<file path="src/rtl/doodle_pkg.sv">
// ---------------------------------------------------------------------------
// doodle_pkg
//   Shared types and constants for the GameBox input conditioner.
//   - ch_state_t          : per-channel press/auto-repeat FSM state
//   - CONFLICT_CANCEL     : left+right held together cancels both
//   - CONFLICT_LAST_WINS  : most recently pressed of left/right wins
//   - CH_LEFT / CH_RIGHT  : channel indices of the two conflicting buttons
// ---------------------------------------------------------------------------
package doodle_pkg;

    typedef enum logic [1:0] {
        ST_IDLE    = 2'd0,
        ST_PRESSED = 2'd1,
        ST_REPEAT  = 2'd2
    } ch_state_t;

    localparam int CONFLICT_CANCEL    = 0;
    localparam int CONFLICT_LAST_WINS = 1;

    localparam int CH_LEFT  = 0;
    localparam int CH_RIGHT = 1;

endpackage

</file>
<file path="src/rtl/input_channel.sv">
// ---------------------------------------------------------------------------
// input_channel
//   One button channel: 2-flop synchroniser, debounce counter and the
//   press/auto-repeat FSM with its repeat counter.
//
// Ports
//   clk        in   system clock
//   reset      in   asynchronous active-low reset
//   i_btn_raw  in   raw asynchronous button level, 1 = pressed
//   o_held     out  debounced level (registered)
//   o_held_nxt out  value o_held takes at the next edge (combinational)
//   o_event    out  press / repeat event, valid for the edge it is high on
//                   (combinational, the top registers its effect)
//   o_state    out  FSM state, for observation
// ---------------------------------------------------------------------------
module input_channel
    import doodle_pkg::*;
#(
    parameter int DB_CYCLES     = 4,
    parameter int REPEAT_DELAY  = 16,
    parameter int REPEAT_PERIOD = 4,
    parameter int CNT_W         = 8
) (
    input  logic      clk,
    input  logic      reset,
    input  logic      i_btn_raw,
    output logic      o_held,
    output logic      o_held_nxt,
    output logic      o_event,
    output ch_state_t o_state
);

    localparam logic [CNT_W-1:0] L_ONE    = CNT_W'(1);
    localparam logic [CNT_W-1:0] L_DB     = CNT_W'(DB_CYCLES);
    localparam logic [CNT_W-1:0] L_DELAY  = CNT_W'(REPEAT_DELAY);
    localparam logic [CNT_W-1:0] L_PERIOD = CNT_W'(REPEAT_PERIOD);

    logic             r_sync1;
    logic             r_sync2;
    logic             r_held;
    logic [CNT_W-1:0] r_db_cnt;
    logic [CNT_W-1:0] r_rep_cnt;
    logic [CNT_W-1:0] w_rep_cnt_nxt;
    ch_state_t        r_state;
    ch_state_t        w_state_nxt;

    logic w_toggle;
    logic w_rise;
    logic w_fall;
    logic w_delay_hit;
    logic w_period_hit;

    // The debounced level flips on the edge where the DB_CYCLES-th
    // consecutive disagreeing synchronised sample is seen.
    assign w_toggle = (r_sync2 != r_held) && ((r_db_cnt + L_ONE) == L_DB);
    assign w_rise   = w_toggle && !r_held;
    assign w_fall   = w_toggle && r_held;

    assign w_delay_hit  = (REPEAT_DELAY != 0) && ((r_rep_cnt + L_ONE) == L_DELAY);
    assign w_period_hit = ((r_rep_cnt + L_ONE) == L_PERIOD);

    assign o_held     = r_held;
    assign o_held_nxt = r_held ^ w_toggle;
    assign o_state    = r_state;

    // Synchroniser and debounce
    always_ff @(posedge clk or negedge reset) begin
        if (!reset) begin
            r_sync1  <= 1'b0;
            r_sync2  <= 1'b0;
            r_held   <= 1'b0;
            r_db_cnt <= '0;
        end else begin
            r_sync1 <= i_btn_raw;
            r_sync2 <= r_sync1;
            if (r_sync2 == r_held) begin
                r_db_cnt <= '0;
            end else if (w_toggle) begin
                r_db_cnt <= '0;
                r_held   <= ~r_held;
            end else begin
                r_db_cnt <= r_db_cnt + L_ONE;
            end
        end
    end

    // FSM: state register (the repeat counter travels with the state)
    always_ff @(posedge clk or negedge reset) begin
        if (!reset) begin
            r_state   <= ST_IDLE;
            r_rep_cnt <= '0;
        end else begin
            r_state   <= w_state_nxt;
            r_rep_cnt <= w_rep_cnt_nxt;
        end
    end

    // FSM: next state
    always_comb begin
        w_state_nxt   = r_state;
        w_rep_cnt_nxt = r_rep_cnt;
        case (r_state)
            ST_IDLE: begin
                if (w_rise) begin
                    w_state_nxt   = ST_PRESSED;
                    w_rep_cnt_nxt = '0;
                end
            end
            ST_PRESSED: begin
                if (w_fall) begin
                    w_state_nxt   = ST_IDLE;
                    w_rep_cnt_nxt = '0;
                end else if (REPEAT_DELAY != 0) begin
                    if (w_delay_hit) begin
                        w_state_nxt   = ST_REPEAT;
                        w_rep_cnt_nxt = '0;
                    end else begin
                        w_rep_cnt_nxt = r_rep_cnt + L_ONE;
                    end
                end
            end
            ST_REPEAT: begin
                if (w_fall) begin
                    w_state_nxt   = ST_IDLE;
                    w_rep_cnt_nxt = '0;
                end else if (w_period_hit) begin
                    w_rep_cnt_nxt = '0;
                end else begin
                    w_rep_cnt_nxt = r_rep_cnt + L_ONE;
                end
            end
            default: begin
                w_state_nxt   = ST_IDLE;
                w_rep_cnt_nxt = '0;
            end
        endcase
    end

    // FSM: outputs. A release never produces an event, even on a repeat edge.
    always_comb begin
        o_event = 1'b0;
        case (r_state)
            ST_IDLE:    o_event = w_rise;
            ST_PRESSED: o_event = !w_fall && w_delay_hit;
            ST_REPEAT:  o_event = !w_fall && w_period_hit;
            default:    o_event = 1'b0;
        endcase
    end

endmodule

</file>
<file path="src/rtl/input_conditioner.sv">
// ---------------------------------------------------------------------------
// input_conditioner
//   Front end between raw player buttons and GameBox. Each channel is
//   synchronised, debounced and turned into press/auto-repeat events; the
//   top applies left/right conflict masking and keeps sticky pending and
//   overrun flags per channel.
//
//   Event/ack handshake: an event sets press_pend; press_pend stays high
//   until the consumer pulses ack for one cycle. An ack on the same edge as
//   a new event keeps press_pend high (the new event is not lost) and clears
//   overrun. An event that finds press_pend high and unacked sets overrun.
//
// Ports
//   clk          in   system clock
//   reset        in   asynchronous active-low reset
//   btn_raw      in   [N_CH] raw button levels, 1 = pressed
//   ack          in   [N_CH] per-channel clear of press_pend / overrun
//   held         out  [N_CH] debounced levels, before conflict masking
//   move         out  [N_CH] held after conflict masking
//   press_pend   out  [N_CH] sticky event flags
//   overrun      out  [N_CH] sticky lost-event flags
//   o_dbg_state  out  [2*N_CH] per-channel FSM state, channel g at [2g+:2]
// ---------------------------------------------------------------------------
module input_conditioner
    import doodle_pkg::*;
#(
    parameter int N_CH          = 2,
    parameter int DB_CYCLES     = 4,
    parameter int REPEAT_DELAY  = 16,
    parameter int REPEAT_PERIOD = 4,
    parameter int CNT_W         = 8,
    parameter int CONFLICT_MODE = CONFLICT_CANCEL
) (
    input  logic              clk,
    input  logic              reset,
    input  logic [N_CH-1:0]   btn_raw,
    input  logic [N_CH-1:0]   ack,
    output logic [N_CH-1:0]   held,
    output logic [N_CH-1:0]   move,
    output logic [N_CH-1:0]   press_pend,
    output logic [N_CH-1:0]   overrun,
    output logic [2*N_CH-1:0] o_dbg_state
);

    logic [N_CH-1:0] w_held_nxt;
    logic [N_CH-1:0] w_event_raw;
    logic [N_CH-1:0] w_event;
    logic [N_CH-1:0] w_move_nxt;
    logic [N_CH-1:0] r_move;
    logic [N_CH-1:0] r_pend;
    logic [N_CH-1:0] r_ovr;
    ch_state_t       w_state [N_CH];

    for (genvar g = 0; g < N_CH; g++) begin : g_ch
        input_channel #(
            .DB_CYCLES     (DB_CYCLES),
            .REPEAT_DELAY  (REPEAT_DELAY),
            .REPEAT_PERIOD (REPEAT_PERIOD),
            .CNT_W         (CNT_W)
        ) u_channel (
            .clk        (clk),
            .reset      (reset),
            .i_btn_raw  (btn_raw[g]),
            .o_held     (held[g]),
            .o_held_nxt (w_held_nxt[g]),
            .o_event    (w_event_raw[g]),
            .o_state    (w_state[g])
        );
        assign o_dbg_state[2*g +: 2] = w_state[g];
    end

    // Masking is evaluated on the next-edge held values so that move and
    // the event gating line up with the held edge they belong to.
    if (N_CH >= 2) begin : g_conflict
        logic r_winner;      // 0 = left (CH_LEFT), 1 = right (CH_RIGHT)
        logic w_winner_nxt;
        logic w_rise_l;
        logic w_rise_r;
        logic w_both;

        assign w_rise_l = w_held_nxt[CH_LEFT]  && !held[CH_LEFT];
        assign w_rise_r = w_held_nxt[CH_RIGHT] && !held[CH_RIGHT];
        assign w_both   = w_held_nxt[CH_LEFT]  && w_held_nxt[CH_RIGHT];

        // Newest rise wins (left on a tie); if the winner lets go while the
        // other is still held, the other takes over without a new event.
        always_comb begin
            w_winner_nxt = r_winner;
            if (w_rise_l) begin
                w_winner_nxt = 1'b0;
            end else if (w_rise_r) begin
                w_winner_nxt = 1'b1;
            end else if (!r_winner && !w_held_nxt[CH_LEFT] && w_held_nxt[CH_RIGHT]) begin
                w_winner_nxt = 1'b1;
            end else if (r_winner && !w_held_nxt[CH_RIGHT] && w_held_nxt[CH_LEFT]) begin
                w_winner_nxt = 1'b0;
            end
        end

        always_ff @(posedge clk or negedge reset) begin
            if (!reset) begin
                r_winner <= 1'b0;
            end else begin
                r_winner <= w_winner_nxt;
            end
        end

        always_comb begin
            w_move_nxt = w_held_nxt;
            w_event    = w_event_raw;
            if (w_both) begin
                if (CONFLICT_MODE == CONFLICT_LAST_WINS) begin
                    w_move_nxt[CH_LEFT]  = !w_winner_nxt;
                    w_move_nxt[CH_RIGHT] = w_winner_nxt;
                    if (w_winner_nxt) begin
                        w_event[CH_LEFT] = 1'b0;
                    end else begin
                        w_event[CH_RIGHT] = 1'b0;
                    end
                end else begin
                    w_move_nxt[CH_LEFT]  = 1'b0;
                    w_move_nxt[CH_RIGHT] = 1'b0;
                    w_event[CH_LEFT]     = 1'b0;
                    w_event[CH_RIGHT]    = 1'b0;
                end
            end
        end
    end else begin : g_no_conflict
        assign w_move_nxt = w_held_nxt;
        assign w_event    = w_event_raw;
    end

    always_ff @(posedge clk or negedge reset) begin
        if (!reset) begin
            r_move <= '0;
            r_pend <= '0;
            r_ovr  <= '0;
        end else begin
            r_move <= w_move_nxt;
            for (int i = 0; i < N_CH; i++) begin
                if (w_event[i]) begin
                    r_pend[i] <= 1'b1;
                    r_ovr[i]  <= ack[i] ? 1'b0 : (r_ovr[i] | r_pend[i]);
                end else if (ack[i]) begin
                    r_pend[i] <= 1'b0;
                    r_ovr[i]  <= 1'b0;
                end
            end
        end
    end

    assign move       = r_move;
    assign press_pend = r_pend;
    assign overrun    = r_ovr;

endmodule

</file>
<file path="config.mk">
export PLATFORM = sky130hd
export DESIGN_NAME = input_conditioner
export DESIGN_NICKNAME = d
export VERILOG_FILES = /design/src/rtl/doodle_pkg.sv /design/src/rtl/input_channel.sv /design/src/rtl/input_conditioner.sv
export SDC_FILE = /design/constraint.sdc
export NUM_CORES = 1
export LEC_CHECK = 0
export ABC_AREA = 0
export ABC_CLOCK_PERIOD_IN_PS = 6300
export BUFFER_PORTS_ARGS = -buffer_cell sky130_fd_sc_hd__buf_2
export CORE_ASPECT_RATIO = 0.8
export CORE_MARGIN = 1.5
export CORE_UTILIZATION = 60
export CTS_BUF_LIST = sky130_fd_sc_hd__clkbuf_8
export DETAILED_ROUTE_END_ITERATION = 10
export GPL_ROUTABILITY_DRIVEN = 0
export GPL_TIMING_DRIVEN = 0
export MAX_ROUTING_LAYER = met4
export PLACE_DENSITY = 0.8
export SETUP_SLACK_MARGIN = 0.1
export SKIP_CTS_REPAIR_TIMING = 1
export SLEW_MARGIN = 40
export SYNTH_ARGS = -nofsm -noshare
export SYNTH_HDL_FRONTEND = slang
export SYNTH_SLANG_ARGS = --single-unit
</file>
<file path="constraint.sdc">
create_clock -name clk -period 6.3 [get_ports clk]
set_input_delay 1.26 -clock clk [delete_from_list [all_inputs] [get_ports clk]]
set_output_delay 1.26 -clock clk [all_outputs]
set_load 0.02 [all_outputs]
</file>
==> run summary <==
TritonCTS built the clock tree. The post-route worst hold slack was 354.9 ps. The critical path is of the register to register type. The worst stage delay on the critical path was 620 ps.

The length of the first detailed-routing pass in iterations was 4; the clock transition at the register clock pins on the worst setup and hold paths after CTS was 80 ps. The logs give 6510 ps for the data required time of the worst path and 0 for the max-slew violation count. The final-stage net count came out at 341. The family with the most delay on the worst path is simple AND/OR/NAND/NOR gates. Static timing analysis puts the maximum clock frequency at 316.3 MHz. In the layout the commonest cells are 48 x sky130_fd_sc_hd__dfrtp_1, 32 x sky130_fd_sc_hd__nor2_1, 21 x sky130_fd_sc_hd__nand2_1, 21 x sky130_fd_sc_hd__o21ai_0, 19 x sky130_fd_sc_hd__ha_1.

Commonest non-fill, non-tap cell in the layout: sky130_fd_sc_hd__dfrtp_1. The total half-perimeter wirelength after legalization and detailed placement was 3717 um. The run gives 48 as the count of clock tree sinks. Fraction of registers with async set/reset: 1.000. In this run, synthesis produced a sequential element count of 48. The count of flip-flops with a built-in enable after synthesis came out at 0.

In this run the standard cell core region covers 4283 um^2. Setup total negative slack on the finished layout was measured at 0 ps. Summed over all layers, the global routing overflow is 0. The logs give 0.6389 for the effective utilization at floorplan and 0 for the antenna diode count. By area the synthesized netlist is led by sky130_fd_sc_hd__dfrtp_1 44%, sky130_fd_sc_hd__ha_1 8.7%, sky130_fd_sc_hd__xnor2_1 4.5%. Cell type contributing the most total cell area after synthesis: sky130_fd_sc_hd__dfrtp_1.

The critical path starts at g_ch[1].u_channel.o_held$_DFFE_PN0P_. The via count is 2144, and the via count of the first global-routing pass is 2084. Critical path capture point type: a register. Synthesis produced 292 cells.

The number of levels the H-tree was split into is 2. Startpoint kind of the worst setup timing path: a register. The register-to-register path setup slack came out at 3140 ps.

The tools report the overall track demand over capacity in global routing as 0.2399. Using the TritonRoute via totals, the vias-per-cell ratio works out to 5.733. The number of nets in the synthesized netlist is 317. In the synthesized netlist the dominant register cell turns out to be sky130_fd_sc_hd__dfrtp_1.

The detailed-route wire length was 5125 um. The area growth from synthesis to layout is 9.237%. The tools report the origin of the worst min-delay path as g_ch[1].u_channel.r_sync1$_DFF_PN0_.

Setup repair after global routing left no endpoint under its margin. The analysis attributes to cell leakage a power of 1.382 nW. The path type of the worst min-delay path is register to register.

For the initial antenna violation count, the log shows 0. The sequential element share of the synthesized area was 0.4390. CTS root buffer: sky130_fd_sc_hd__clkbuf_8. The count of final hold-check violations is 0, and the number of design-rule violations left by the first detailed-router iteration is 171.

The combined flip-flop and latch cell area came out at 1201 um^2. The ratio of final minimum period to clock period is 0.5018, and the share of the synthesized area in the top cell type is 0.4390. Number of primary I/O pins: 18. The clock passes through at most 2 buffers. For this run, design rule violations remaining after detail routing come to 0. After synthesis the cells add up to 2736 um^2. For the wire length of the first global-routing pass, the log shows 9114 um. For the worst slew margin relative to its limit, the log shows 0.5090. Among all stages on the critical path, the largest delay is contributed by sky130_fd_sc_hd__xnor2_1.

The floorplan row count was 21; the biggest fanout along the worst timing path was 9. Measured along the y axis, the die boundary spans 63.40 um. Count of filler cells inserted in the layout: 334. Counting distinct cell types in the post-synthesis netlist gives 45.

Input and output buffers added on the ports amount to 17. The average instance in the mapped netlist occupies 9.371 um^2. The fraction of final layout cells with drive strength greater than 1 works out to 0.1041. The flow ran to the end, and the final reports show no timing, DRC or antenna violations. Slew at the pin with the worst max-slew slack: 731.2 ps. The run gives 1440 um^2 as the area of the multi-input gates. The number of buffers and inverters on the critical path came out at 2.

Entering global routing, the biggest net connects 49 pins. The die area was 4977 um^2. For the clock skew after layout, the log shows 5.835 ps. Walking the worst path, the cells encountered are xnor2_1 -> nor2_1 -> and4b_1 -> and4_1 -> clkbuf_1 -> ha_1 -> nor2b_1 -> clkbuf_1 -> nor2_1 -> o21ai_1 -> o21ai_0 -> a21o_1. The power density over cell area is 280.3 nW/um^2. Launching point of the worst reg2reg path: g_ch[1].u_channel.o_held$_DFFE_PN0P_.

The final setup violation count is 0, and the minimum clock period after layout is 3161 ps. The max-capacitance violation count was 0. The maximum vdd ir drop is 183.2 uV. The critical path arrival came out at 3370 ps.

Wire length per cell after detailed routing: 13.70 um. Clock latency on the worst-skew pair, taken at its later pin, is 310 ps. For this run, the number of Yosys warnings is 0. In this run the remaining antenna-violating nets after routing total 0. The die is 78.51 um wide. In this run, CTS created clock tree buffers numbering 5.
## layout make-up
| class | count | share of cell area |
|---|---|---|
| clock buffer | 6 | 0.02763 |
| multi-input combinational | 223 | 0.4818 |
| sequential | 48 | 0.4018 |
| timing repair buffer | 17 | 0.02930 |
| inverter | 11 | 0.01381 |
| tap | 57 | 0.02386 |
| buffer | 10 | 0.01800 |
| clock inverter | 2 | 0.003767 |
## flip-flops by register name (all words and copies together), names as in the netlist
register,count
g_ch.u_channel.r_db_cnt,16
g_ch.u_channel.r_rep_cnt,16
g_ch.u_channel.o_state,4
g_ch.u_channel.o_held,2
g_ch.u_channel.r_sync1,2
g_ch.u_channel.r_sync2,2
move,2
overrun,2
press_pend,2
## cells in the mapped netlist (3+ instances only)
master and number:
sky130_fd_sc_hd__clkbuf_1 5, sky130_fd_sc_hd__o21ai_0 21, sky130_fd_sc_hd__or3_1 5, sky130_fd_sc_hd__and3_1 6
sky130_fd_sc_hd__a21oi_1 14, sky130_fd_sc_hd__xnor2_1 14, sky130_fd_sc_hd__nand2_1 21, sky130_fd_sc_hd__nand2b_1 7
sky130_fd_sc_hd__o31ai_1 4, sky130_fd_sc_hd__buf_4 4, sky130_fd_sc_hd__a21o_1 4, sky130_fd_sc_hd__nor2b_1 7
sky130_fd_sc_hd__nand3_1 15, sky130_fd_sc_hd__nand4_1 3, sky130_fd_sc_hd__a31oi_1 4, sky130_fd_sc_hd__xor2_1 8
sky130_fd_sc_hd__nor3_1 6, sky130_fd_sc_hd__nor2_1 32, sky130_fd_sc_hd__inv_1 11, sky130_fd_sc_hd__dfrtp_1 48
sky130_fd_sc_hd__ha_1 19
## worst paths after layout
path	endpoint	cells past startpoint
worst max-delay path	g_ch[1].u_channel.r_rep_cnt[6]$_DFFE_PN0P_	12
worst min-delay path	g_ch[1].u_channel.r_sync2$_DFF_PN0_	0
worst max register to register	g_ch[1].u_channel.r_rep_cnt[6]$_DFFE_PN0P_	12
max in group asynchronous	g_ch[0].u_channel.o_state[1]$_DFFE_PN0P_	1
min in group asynchronous	g_ch[0].u_channel.r_rep_cnt[2]$_DFFE_PN0P_	1
worst min register to register	g_ch[1].u_channel.r_sync2$_DFF_PN0_	0
## power breakdown
group / internal (W) / leakage, nW / switching (W) / total [W]
sequential: 0.000347 / 0.651 / 0.0000418 / 0.000389
clock: 0.0000877 / 0.0486 / 0.000106 / 0.000193
combinational: 0.0000985 / 0.682 / 0.000157 / 0.000256
total: 0.000533 / 1.38 / 0.000305 / 0.000838
## cell families after synthesis
family / synth area share
AO/OA/AOI/OAI: 0.1523
AND/OR/NAND/NOR: 0.2167
adder cells (fa/ha/maj): 0.08688
buffers and inverters: 0.03475
XOR/XNOR: 0.07042
flip-flops: 0.4390
## stage by stage
step / power, W / instances / util / setup WS, ps / area (um^2)
after floorplan: 0.0005765 / 292 / - / 3691 / 2736
after global placement: 0.0006421 / 366 / 0.6754 / 3179 / 2893
after detailed placement: 0.0006526 / 366 / 0.6760 / 3193 / 2895
after CTS: 0.0008445 / 374 / 0.6979 / 3154 / 2989
after global routing: 0.0008917 / 374 / 0.6979 / 2907 / 2989
final: 0.0008378 / 374 / 0.6979 / 3139 / 2989
## routing by layer
metal  GRT usage  up-vias  routed length, um
met5           -        -                  0
met4     0.07589        0                 76
met3     0.05507        9                234
met2      0.3685       53               2283
met1      0.3164     1009               2531
li1            -     1073                  -
Note: power is estimated with default switching activity, not from simulation.
